--- config.mk ---
export PLATFORM = sky130hd
export DESIGN_NAME = llc_trace_decoder
export DESIGN_NICKNAME = d
export VERILOG_FILES = /design/src/rtl/llc_trace_decoder.sv
export SDC_FILE = /design/constraint.sdc
export NUM_CORES = 1
export LEC_CHECK = 0
export CORE_MARGIN = 3
export CORE_UTILIZATION = 38
export CTS_CLUSTER_SIZE = 24
export DETAILED_ROUTE_END_ITERATION = 8
export DONT_BUFFER_PORTS = 1
export PLACE_DENSITY = 0.53
export SYNTH_ARGS = -nofsm -noshare
export SYNTH_HDL_FRONTEND = slang
export SYNTH_SLANG_ARGS = --single-unit
--- constraint.sdc ---
create_clock -name clk -period 3 [get_ports clk]
set_input_delay 0.6 -clock clk [delete_from_list [all_inputs] [get_ports clk]]
set_output_delay 0.6 -clock clk [all_outputs]
set_load 0.02 [all_outputs]
--- src/rtl/llc_trace_decoder.sv ---
// LLC trace front-end: decodes one trace command per handshake into cache requests or set sweeps.
// Optional statistics counters are enabled with `define LLC_DEC_STATS_EN.
module llc_trace_decoder #(
  parameter int unsigned ADDR_SIZE = 32,
  parameter int unsigned LINE_SIZE = 64,
  parameter int unsigned NUM_SETS  = 16384,
  localparam int unsigned OFFSET_SIZE = $clog2(LINE_SIZE),
  localparam int unsigned INDEX_SIZE  = $clog2(NUM_SETS),
  localparam int unsigned TAG_SIZE    = ADDR_SIZE - OFFSET_SIZE - INDEX_SIZE
) (
  input  logic                   clk,
  input  logic                   rst,
  input  logic                   in_valid,
  output logic                   in_ready,
  input  logic [3:0]             in_cmd,
  input  logic [ADDR_SIZE-1:0]   in_addr,
  output logic                   out_valid,
  input  logic                   out_ready,
  output logic [3:0]             out_op,
  output logic [TAG_SIZE-1:0]    out_tag,
  output logic [INDEX_SIZE-1:0]  out_index,
  output logic [OFFSET_SIZE-1:0] out_offset,
  output logic                   out_sweep,
  output logic                   busy,
  output logic                   err_cmd
`ifdef LLC_DEC_STATS_EN
  , output logic [31:0]          stat_reads
  , output logic [31:0]          stat_writes
  , output logic [31:0]          stat_snoops
`endif
);

  typedef enum logic [1:0] {StIdle, StIssue, StSweep} state_e;

  localparam logic [INDEX_SIZE-1:0] LastSet = INDEX_SIZE'(NUM_SETS - 1);

  state_e                state_q;
  logic [INDEX_SIZE-1:0] set_cnt_q;
  logic                  accept;
  logic                  beat;
  logic                  cmd_access;
  logic                  cmd_sweep;

  assign in_ready   = (state_q == StIdle);
  assign busy       = (state_q != StIdle);
  assign accept     = in_valid && in_ready;
  assign beat       = out_valid && out_ready;
  assign cmd_access = (in_cmd <= 4'd6);
  assign cmd_sweep  = (in_cmd == 4'd8) || (in_cmd == 4'd9);

  always_ff @(posedge clk) begin
    if (rst) begin
      state_q    <= StIdle;
      set_cnt_q  <= '0;
      out_valid  <= 1'b0;
      out_op     <= '0;
      out_tag    <= '0;
      out_index  <= '0;
      out_offset <= '0;
      out_sweep  <= 1'b0;
      err_cmd    <= 1'b0;
    end else begin
      err_cmd <= 1'b0;
      unique case (state_q)
        StIdle: begin
          if (accept) begin
            if (cmd_access) begin
              out_op     <= in_cmd;
              out_tag    <= in_addr[ADDR_SIZE-1 -: TAG_SIZE];
              out_index  <= in_addr[OFFSET_SIZE +: INDEX_SIZE];
              out_offset <= in_addr[OFFSET_SIZE-1:0];
              out_sweep  <= 1'b0;
              out_valid  <= 1'b1;
              state_q    <= StIssue;
            end else if (cmd_sweep) begin
              out_op     <= in_cmd;
              out_tag    <= '0;
              out_index  <= '0;
              out_offset <= '0;
              out_sweep  <= 1'b1;
              out_valid  <= 1'b1;
              set_cnt_q  <= '0;
              state_q    <= StSweep;
            end else begin
              err_cmd <= 1'b1;
            end
          end
        end
        StIssue: begin
          if (beat) begin
            out_valid <= 1'b0;
            state_q   <= StIdle;
          end
        end
        StSweep: begin
          if (beat) begin
            if (set_cnt_q == LastSet) begin
              // Last set issued: leave without wrapping back to set 0.
              set_cnt_q <= '0;
              out_valid <= 1'b0;
              state_q   <= StIdle;
            end else begin
              set_cnt_q <= set_cnt_q + 1'b1;
              out_index <= set_cnt_q + 1'b1;
            end
          end
        end
        default: begin
          out_valid <= 1'b0;
          state_q   <= StIdle;
        end
      endcase
    end
  end

`ifdef LLC_DEC_STATS_EN
  function automatic logic [31:0] sat_inc(input logic [31:0] v);
    return (v == 32'hFFFF_FFFF) ? v : v + 32'd1;
  endfunction

  always_ff @(posedge clk) begin
    if (rst) begin
      stat_reads  <= '0;
      stat_writes <= '0;
      stat_snoops <= '0;
    end else if (accept) begin
      case (in_cmd)
        4'd0, 4'd2:             stat_reads  <= sat_inc(stat_reads);
        4'd1:                   stat_writes <= sat_inc(stat_writes);
        4'd3, 4'd4, 4'd5, 4'd6: stat_snoops <= sat_inc(stat_snoops);
        default: ;
      endcase
    end
  end
`endif

endmodule

==> reports/summary.txt, run 1 <==
Status = completed
Post-synth EDFFs = 0
Critical path cell sequence = ha_1 > nand4_4 > or4_4 > and2_4 > mux2_1
Num rows = 30
Largest net degree at the start of global routing = 56
Vias per inst = 6.01
CTS resizes = 0
Adder-cell area share of the yosys netlist = 0.00455
Post-synth top area share = 0.400
CP Data Arrival Time = 2.55 ns
Per-cell routed wire length = 19.0 um
DR DRC count = 0
CP endpoint kind = flip-flop
Share of cells above drive strength 1 = 0.119
Main flop type after synthesis = dfxtp_1
Die area = 8300 um2
CTS Hold Bufs = 0
Required time of the worst setup path = 3.21 ns
Main combinational cell family by area after synthesis = compound AO/OA/AOI/OAI gates
Core Area = 6910 um2
Syn avg cell area = 8.79 um2
Hold Path Stages = 1
# Max-Cap Violations = 0
Total track usage = 0.179
R2R cell count = 5
Fin crit share = 0.778
Cell family contributing the most delay on the critical path = simple AND/OR/NAND/NOR gates
Initial Util = 0.398
First-pass iteration count of the detailed router = 4
Setup TNS = 0 ns
Synth Register Bits = 55
GRT overflow = 0
DP HPWL = 5100 um
Max-slew violations = 0
Die Span X = 91.1 um
Root Buffer = clkbuf_8
Mux cell area share after synthesis = 0.0155
Clock transition at path regs = 0.11 ns
Placed insts = 383
Worst min path class = input pin to flip-flop
Post-synthesis sequential area ratio = 0.400
Clk sinks = 55
Synth cell types = 59
Simple-gate area share of the yosys netlist = 0.226
P_int = 0.998 mW
# setup viols final = 0
Warnings from Yosys = 0
Routability cong. = 0.790
Lkg Pwr = 0.925 nW
Worst vdd ir = 209 uV
CP max stage cell = or4_4
Vias in the first global route = 2395
Htree depth = 2
Switching Share = 0.296
Clock skew = 0.00664 ns
F_max = 428 MHz
Post-CTS setup buffer count = 0
Crit-path max FO = 14
Clk pwr share = 0.308
Pwr Total = 1.42 mW
Synth Cell Area = 2750 um2
Worst-margin pin slew = 0.735 ns
Total CTS buffers = 5
Comb power frac = 0.104
RSZ-0062 raised after global routing = false
First-pass GRT wire length = 12100 um
Final cell count without fillers = 391
PortBufs = 0
Initial antenna violation count = 0
FFs w/ async S/R, synth = 0
Hold Slack = 0.345 ns
Die Y = 91.1 um
Critical path launch point type = flip-flop
Final ANT Viol Nets = 0
Clock Path Buffers = 2
Critical Path Max Stage Delay = 0.69 ns
Relative slew margins = 0.509
Stages on the worst setup path = 5
Synth Area in Compound Gates = 0.283
TritonCTS clock tree = done
Sequential power share = 0.589
Tmin final = 2.33 ns
Leading area contributor after synthesis = dfxtp_1
Synthesized instance count = 313
Fin util = 0.415
Boundary pin count = 81
Vias = 2349
CP Class = flip-flop to flip-flop
Antenna diodes = 0
Hold Fails Final Rpt = 0
Synth Area in XOR/XNOR = 0.00955
Psw = 0.420 mW
Buffers & Inverters on Critical Path = 0
Final wirelength = 7440 um
Synth area leaders = dfxtp_1 (40%), a22oi_1 (6.5%), nor2_1 (4.2%)
Power Density = 494 nW/um2
Area growth from synthesis to final layout = 4.23%
Drt first-iter violations = 165
# nets final = 335
Clk Latency, worst-skew pair = 0.31 ns
Syn_nets = 354
## metrics by stage
step	area [um2]	setup WS, ns
2_1_floorplan	2750	0.905
3_3_place_gp	2770	0.733
3_5_place_dp	2770	0.665
4_1_cts	2870	0.657
5_1_grt	2870	0.513
6_report	2870	0.666
## Yosys cell counts (5+ instances only)
| cell | number |
|---|---|
| nor4_1 | 7 |
| nor2_1 | 31 |
| a31oi_1 | 8 |
| a311oi_1 | 6 |
| a21oi_1 | 23 |
| o21ai_0 | 7 |
| inv_1 | 5 |
| nor3_1 | 8 |
| a211oi_2 | 9 |
| buf_2 | 6 |
| clkbuf_1 | 21 |
| dfxtp_1 | 55 |
| nand2_1 | 19 |
| a22oi_1 | 24 |
| nand3_1 | 8 |
## state kept, by name (all words and copies together), names as in the netlist
signal,cells
set_cnt_q,14
out_index,14
out_tag,12
out_valid,1
out_sweep,1
out_op,4
out_offset,6
err_cmd,1
state_q,2
## cells in the final DEF, fill, tap and decap left out, types with 4 or more instances in the layout
master	netlist	layout
o21ai_0	7	7
nand3_1	8	8
nor3_1	8	7
nor2_1	31	31
a21oi_1	23	23
dfxtp_1	55	55
nand4_1	4	4
a311oi_1	6	6
clkbuf_8	0	5
a31oi_1	8	8
inv_1	5	5
buf_4	0	6
nor4_1	7	7
a211oi_2	9	9
and4_1	4	4
nand2_1	19	19
and2_1	4	4
a22oi_1	24	24
## worst reg2reg max path, cell delays in order, from the launching register on
cell and delay, ns:
dfxtp_1 0.42, ha_1 0.33, nand4_4 0.18, or4_4 0.69
and2_4 0.29, mux2_1 0.33
## routing by layer
metal	vias up	track usage	wire [um]
li1	1147	-	-
met1	1095	0.227	3270
met2	101	0.288	3470
met3	6	0.0572	639
met4	0	0.0603	63
met5	-	0	0
## power groups by stage
stage / Combinational [mW] / Sequential, mW / Clock [mW]
floorplan: 0.139 / 0.840 / 0
global placement: 0.145 / 0.852 / 0
detailed placement: 0.148 / 0.851 / 0
CTS: 0.149 / 0.835 / 0.457
global route: 0.165 / 0.840 / 0.481
finish: 0.147 / 0.834 / 0.436
## kinds of logic (layout without fill, tap and decap cells)
family / count (synthesis) / count (layout)
simple gates: 112 / 112
xor+xnor: 3 / 3
mux: 4 / 4
compound gates: 101 / 101
flops: 55 / 55
buf+inv: 37 / 19
fa+ha+maj: 1 / 1
## path summary, 6_finish.rpt
check	from	endpoint	slack [ns]
hold / removal	rst	out_offset[3]	0.35
setup reg to reg	set_cnt_q[0]	out_index[6]	0.67
setup / recovery	set_cnt_q[0]	out_index[6]	0.67
hold reg to reg	set_cnt_q[1]	set_cnt_q[1]	0.49
## area by class of cell
type / instances / area [um2]
clock buffers: 5 / 68.8
clock inverters: 3 / 27.5
well taps: 96 / 120
repair buffers: 6 / 45.0
flip-flops and latches: 55 / 1100
fillers: 708 / 4040
multi-input cells: 221 / 1490
inverters: 5 / 18.8
No activity file was read; power rests on OpenSTA's default activity.
==> run 2, diff against run 1 <==
--- a/config.mk
+++ b/config.mk
@@ -10,7 +10,7 @@
 export CTS_CLUSTER_SIZE = 24
 export DETAILED_ROUTE_END_ITERATION = 8
 export DONT_BUFFER_PORTS = 1
-export PLACE_DENSITY = 0.53
+export PLACE_DENSITY = 0.55
 export SYNTH_ARGS = -nofsm -noshare
 export SYNTH_HDL_FRONTEND = slang
 export SYNTH_SLANG_ARGS = --single-unit
==> constraint.sdc (replaced) <==
create_clock -name clk -period 2 [get_ports clk]
set_input_delay 0.4 -clock clk [delete_from_list [all_inputs] [get_ports clk]]
set_output_delay 0.4 -clock clk [all_outputs]
set_load 0.02 [all_outputs]
==> reports/summary.txt, run 2 (synthesis results as in run 1) <==
PortBufs = 0 (unchanged)
DP HPWL = 5390 um (+5.8%)
Root Buffer = clkbuf_8
Final wirelength = 7430 um (-0.17%)
Hold Slack = 0.146 ns (-0.199 ns)
DR DRC count = 0 (unchanged)
Most frequent cells in the layout = dfxtp_1 (54), buf_4 (36), nor2_1 (31)
Clock Path Buffers = 2 (unchanged)
Worst-margin pin slew = 0.505 ns (-0.230 ns)
# setup viols final = 0 (unchanged)
CP startpoint = set_cnt_q[0]
Power Density = 763 nW/um2 (+54%)
Fin util = 0.457 (+0.0413)
Total track usage = 0.179 (-0.000808)
Biggest regs = out_index x14, set_cnt_q x14, out_tag x12
Clk Latency, worst-skew pair = 0.31 ns (about the same)
Clock skew = 0.00710 ns (+0.000463 ns)
Fin crit share = 0.948 (+0.170)
CP endpoint kind = flip-flop
Final ANT Viol Nets = 0 (unchanged)
R2R Setup Slk = 0.10 ns (-0.56 ns)
Final cell count without fillers = 421 (+7.7%)
Setup ws final = 0.104 ns (-0.562 ns)
Critical path launch point type = flip-flop
Die area = 8300 um2 (unchanged)
# nets final = 365 (+9.0%)
CTS Hold Bufs = 0 (unchanged)
Relative slew margins = 0.663 (+0.154)
Htree depth = 2 (unchanged)
GRT overflow = 0 (unchanged)
Max-slew violations = 0 (unchanged)
R2R cell count = 6 (+1)
Die Y = 91.1 um (unchanged)
Boundary pin count = 81 (unchanged)
Die Span X = 91.1 um (unchanged)
CP endpoint = out_index[1]
RSZ-0062 raised after global routing = false
RR Startpoint = set_cnt_q[0]
F_max = 527 MHz (+23%)
Vias per inst = 5.92 (-1.4%)
FF-to-FF End = out_index[1]
Total CTS buffers = 5 (unchanged)
CP Class = flip-flop to flip-flop
Required time of the worst setup path = 2.23 ns (-0.98 ns)
Vias = 2493 (+6.1%)
Clock transition at path regs = 0.10 ns (about the same)
DP Worst Slack = 0.0426 ns (-0.622 ns)
TritonCTS clock tree = done
Most common cell after layout, fill and taps aside = dfxtp_1
Vias in the first global route = 2322 (-3.0%)
Antenna diodes = 0 (unchanged)
CP Data Arrival Time = 2.13 ns (-0.42 ns)
Routability cong. = 0.902 (+14%)
Drt first-iter violations = 150 (-9.1%)
Worst min path class = input pin to flip-flop
Largest net degree at the start of global routing = 56 (unchanged)
Lkg Pwr = 1.09 nW (+18%)
Share of cells above drive strength 1 = 0.206 (+0.0875)
Clk sinks = 55 (unchanged)
Setup TNS = 0 ns (unchanged)
Per-cell routed wire length = 17.7 um (-7.3%)
Crit-path max FO = 11 (-3)
Initial Util = 0.398 (unchanged)
First-pass GRT wire length = 12000 um (-0.74%)
Core Area = 6910 um2 (unchanged)
Status = completed
Num rows = 30 (unchanged)
Area growth from synthesis to final layout = 14.6%
Worst vdd ir = 366 uV (+75%)
# Max-Cap Violations = 0 (unchanged)
Placed insts = 408 (+6.5%)
Hold Fails Final Rpt = 0 (unchanged)
First-pass iteration count of the detailed router = 4 (unchanged)
Tmin final = 1.90 ns (-0.438 ns)
Initial antenna violation count = 0 (unchanged)
-- run 2: cell types whose count changed in the layout (fill, tap and decap cells not counted) --
cell        before  now
ha_4             0    1
clkinv_4         1    0
dfxtp_1         55   54
ha_1             1    0
clkinvlp_4       1    0
buf_4            6   36
bufinv_16        0    2
dfxtp_4          0    1
-- run 2: final cells by class --
cell class,count,area [um2]
inverter,5,18.8
multi-input combinational,221,1500
clock inverter,3,71.3
tap,96,120
sequential,55,1100
fill,700,3750
clock buffer,5,68.8
timing repair buffer,36,270
-- run 2: power breakdown --
part | switching, mW | leakage [nW] | internal (mW) | total (mW)
combinational | 0.141 | 0.575 | 0.120 | 0.262
clock | 0.394 | 0.0703 | 0.508 | 0.903
sequential | 0.0954 | 0.449 | 1.15 | 1.24
-- run 2: through the flow --
| stage | total power [mW] | cell area [um2] |
|---|---|---|
| after floorplan | 1.47 | 2770 |
| after global placement | 1.52 | 2970 |
| after detailed placement | 1.52 | 2970 |
| after CTS | 2.42 | 3110 |
| after global routing | 2.52 | 3150 |
| final | 2.41 | 3150 |
-- run 2: how the worst min path moves through the flow --
stage,startpoint,endpoint,cells after the start
final,rst,out_tag[6],1
after global routing,rst,set_cnt_q[0],1
after CTS,rst,set_cnt_q[8],1
after detailed placement,rst,out_op[2],1
after global placement,rst,set_cnt_q[0],1
after floorplan,set_cnt_q[13],set_cnt_q[13],2
-- run 2: critical path: stages (launching register included) --
cell,delay [ns]
dfxtp_4,0.39
ha_4,0.18
nand4_4,0.12
or4_4,0.56
and2_4,0.23
buf_4,0.16
a211oi_2,0.17
-- run 2: layer usage --
layer,GRT usage,vias up,part of all wire,routed length (um)
met4,0.0528,0,0.018,132
met5,0,-,0,0
li1,-,1209,-,-
met2,0.284,98,0.47,3460
met3,0.0605,9,0.077,572
met1,0.229,1177,0.44,3260
-- run 2: what timing repair did --
action                     in CTS  in global routing
buffers inserted                0                  5
setup endpoints to repair       0                  2
resized for setup               0                  1
==> run 3, diff against run 2 <==
--- a/config.mk
+++ b/config.mk
@@ -5,12 +5,14 @@
 export SDC_FILE = /design/constraint.sdc
 export NUM_CORES = 1
 export LEC_CHECK = 0
+export CELL_PAD_IN_SITES_DETAIL_PLACEMENT = 1
+export CELL_PAD_IN_SITES_GLOBAL_PLACEMENT = 2
 export CORE_MARGIN = 3
-export CORE_UTILIZATION = 38
+export CORE_UTILIZATION = 33
 export CTS_CLUSTER_SIZE = 24
 export DETAILED_ROUTE_END_ITERATION = 8
 export DONT_BUFFER_PORTS = 1
-export PLACE_DENSITY = 0.55
+export PLACE_DENSITY = 0.76
 export SYNTH_ARGS = -nofsm -noshare
 export SYNTH_HDL_FRONTEND = slang
 export SYNTH_SLANG_ARGS = --single-unit
==> reports/summary.txt, run 3 (synthesis results as in run 1) <==
Antenna diodes = 0 (unchanged)
Worst-margin pin slew = 0.532 ns (+0.0275 ns)
Die area = 9470 um2 (+14%)
Clock Path Buffers = 2 (unchanged)
# setup viols final = 0 (unchanged)
Clk sinks = 55 (unchanged)
Die Span X = 97.3 um (+6.8%)
R2R cell count = 6 (unchanged)
Final ANT Viol Nets = 0 (unchanged)
Hold wc startpoint = rst
CP Data Arrival Time = 2.14 ns (about the same)
Boundary pin count = 81 (unchanged)
Pwr Total = 2.31 mW (-4.2%)
Worst vdd ir = 379 uV (+3.6%)
Final cell count without fillers = 431 (+2.4%)
Critical path launch point type = flip-flop
CP endpoint kind = flip-flop
FF-to-FF End = out_index[11]
Per-cell routed wire length = 19.8 um (+12%)
Routability cong. = 0.824 (-8.6%)
# Max-Cap Violations = 0 (unchanged)
Initial Util = 0.347 (-0.0513)
F_max = 523 MHz (-0.84%)
P_int = 1.65 mW (-6.8%)
Crit-path max FO = 13 (+2)
Most common cell after layout, fill and taps aside = dfxtp_1
Largest net degree at the start of global routing = 56 (unchanged)
Tmin final = 1.91 ns (+0.0161 ns)
Psw = 0.650 mW (+3.0%)
# nets final = 369 (+1.1%)
Critical path cell sequence = ha_4 > nand4_4 > or4_4 > and2_4 > buf_12 > a311oi_1
Clk Latency, worst-skew pair = 0.32 ns (about the same)
Share of cells above drive strength 1 = 0.222 (+0.0157)
Switching Share = 0.282 (+0.0198)
Setup TNS = 0 ns (unchanged)
Final wirelength = 8540 um (+15%)
Die Y = 97.3 um (+6.8%)
RSZ-0062 raised after global routing = false
Max-slew violations = 0 (unchanged)
Initial antenna violation count = 0 (unchanged)
Comb power frac = 0.117 (+0.008)
R2R Setup Slk = 0.09 ns (-0.02 ns)
Clock skew = 0.00669 ns (-0.000412 ns)
Power Density = 724 nW/um2 (-5.2%)
Lkg Pwr = 1.11 nW (+1.5%)
Relative slew margins = 0.645 (-0.0184)
Design Area, Final = 3190 um2 (+1.0%)
DR DRC count = 0 (unchanged)
Htree depth = 2 (unchanged)
Total track usage = 0.183 (+0.00458)
Hold Path Stages = 1 (unchanged)
Vias = 2529 (+1.4%)
PortBufs = 0 (unchanged)
Required time of the worst setup path = 2.22 ns (about the same)
Drt first-iter violations = 69 (-54%)
Critical Path Max Stage Delay = 0.56 ns (about the same)
Core Area = 7930 um2 (+15%)
Total CTS buffers = 5 (unchanged)
GRT overflow = 0 (unchanged)
First-pass GRT wire length = 14200 um (+18%)
TritonCTS clock tree = done
Clock transition at path regs = 0.11 ns (about the same)
Hold Path Sink = out_index[2]
CTS Hold Bufs = 0 (unchanged)
DP HPWL = 6190 um (+15%)
Placed insts = 421 (+3.2%)
Hold Fails Final Rpt = 0 (unchanged)
Vias in the first global route = 2685 (+16%)
Biggest regs = out_index x14, set_cnt_q x14, out_tag x12
CP Class = flip-flop to flip-flop
Sequential power share = 0.540 (+0.024)
Status = completed
Fin crit share = 0.956 (+0.00806)
Area growth from synthesis to final layout = 15.8%
Placement Cell Area = 3050 um2 (+2.4%)
Worst min path class = input pin to flip-flop
Root Buffer = clkbuf_8
Vias per inst = 5.87 (-0.91%)
RR Startpoint = set_cnt_q[0]
Num rows = 32 (+6.7%)
CP max stage cell = or4_4
First-pass iteration count of the detailed router = 4 (unchanged)
Clk pwr share = 0.344 (-0.031)
Most frequent cells in the layout = dfxtp_1 (53), buf_4 (39), nor2_1 (31)
==> run 3: cell types whose count changed in the layout (fill, tap and decap cells not counted), sizes merged <==
cell    previous run  this run
inv                6         7
bufinv             2         1
buf               36        40
==> run 3: worst max path at each step <==
stage / from / end / cells after the start / slack, ns
after floorplan: set_cnt_q[1] / out_index[6] / 6 / 0.03
final: set_cnt_q[0] / out_index[11] / 6 / 0.09
after global placement: set_cnt_q[1] / out_index[12] / 6 / 0.15
after detailed placement: set_cnt_q[1] / out_index[11] / 6 / 0.04
after CTS: set_cnt_q[1] / out_index[11] / 6 / 0.01
after global routing: set_cnt_q[0] / out_index[11] / 6 / 0.01
==> run 3: final cells by class <==
cell class	instances	area, um2
flip-flops and latches	55	1110
clock inverters	3	50.0
inverters	5	18.8
multi-input cells	221	1500
fillers	942	4740
repair buffers	40	313
well taps	102	128
clock buffers	5	68.8
==> run 3: power groups by stage <==
| stage | combinational (mW) | clock (mW) | sequential [mW] |
|---|---|---|---|
| floorplan | 0.209 | 0 | 1.26 |
| global placement | 0.261 | 0 | 1.27 |
| detailed placement | 0.270 | 0 | 1.27 |
| CTS | 0.270 | 0.826 | 1.25 |
| global route | 0.301 | 0.871 | 1.25 |
| finish | 0.269 | 0.793 | 1.24 |
==> run 3: timing repair <==
item / in CTS / in global routing
gates resized for setup: 0 / 3
buffers inserted: 0 / 2
endpoints found under the setup margin: 0 / 4
==> run 3: routing by layer <==
metal	track usage	vias up	wire length [um]
met5	0	-	0
met4	0.0554	0	136
met3	0.0459	9	541
met2	0.301	77	4110
met1	0.237	1232	3750
li1	-	1211	-
==> run 3: critical path, delay by kind of cell (launching register included) <==
kind                     cells  cell delay [ns]
flip-flops                   1             0.39
AND/OR/NAND/NOR              3             0.86
adder cells (fa/ha/maj)      1             0.18
buffers and inverters        1             0.15
AO/OA/AOI/OAI                1             0.23
==> run 3: metrics by stage <==
| step | worst slack (ns) | utilization | hold WS, ns |
|---|---|---|---|
| 4_1_cts | 0.0109 | 0.399 | 0.118 |
| 6_report | 0.0877 | 0.402 | 0.131 |
| 3_3_place_gp | 0.153 | 0.384 | 0.471 |
| 5_1_grt | 0.0142 | 0.402 | 0.0994 |
| 2_1_floorplan | 0.0349 | - | 0.487 |
| 3_5_place_dp | 0.0415 | 0.384 | 0.472 |
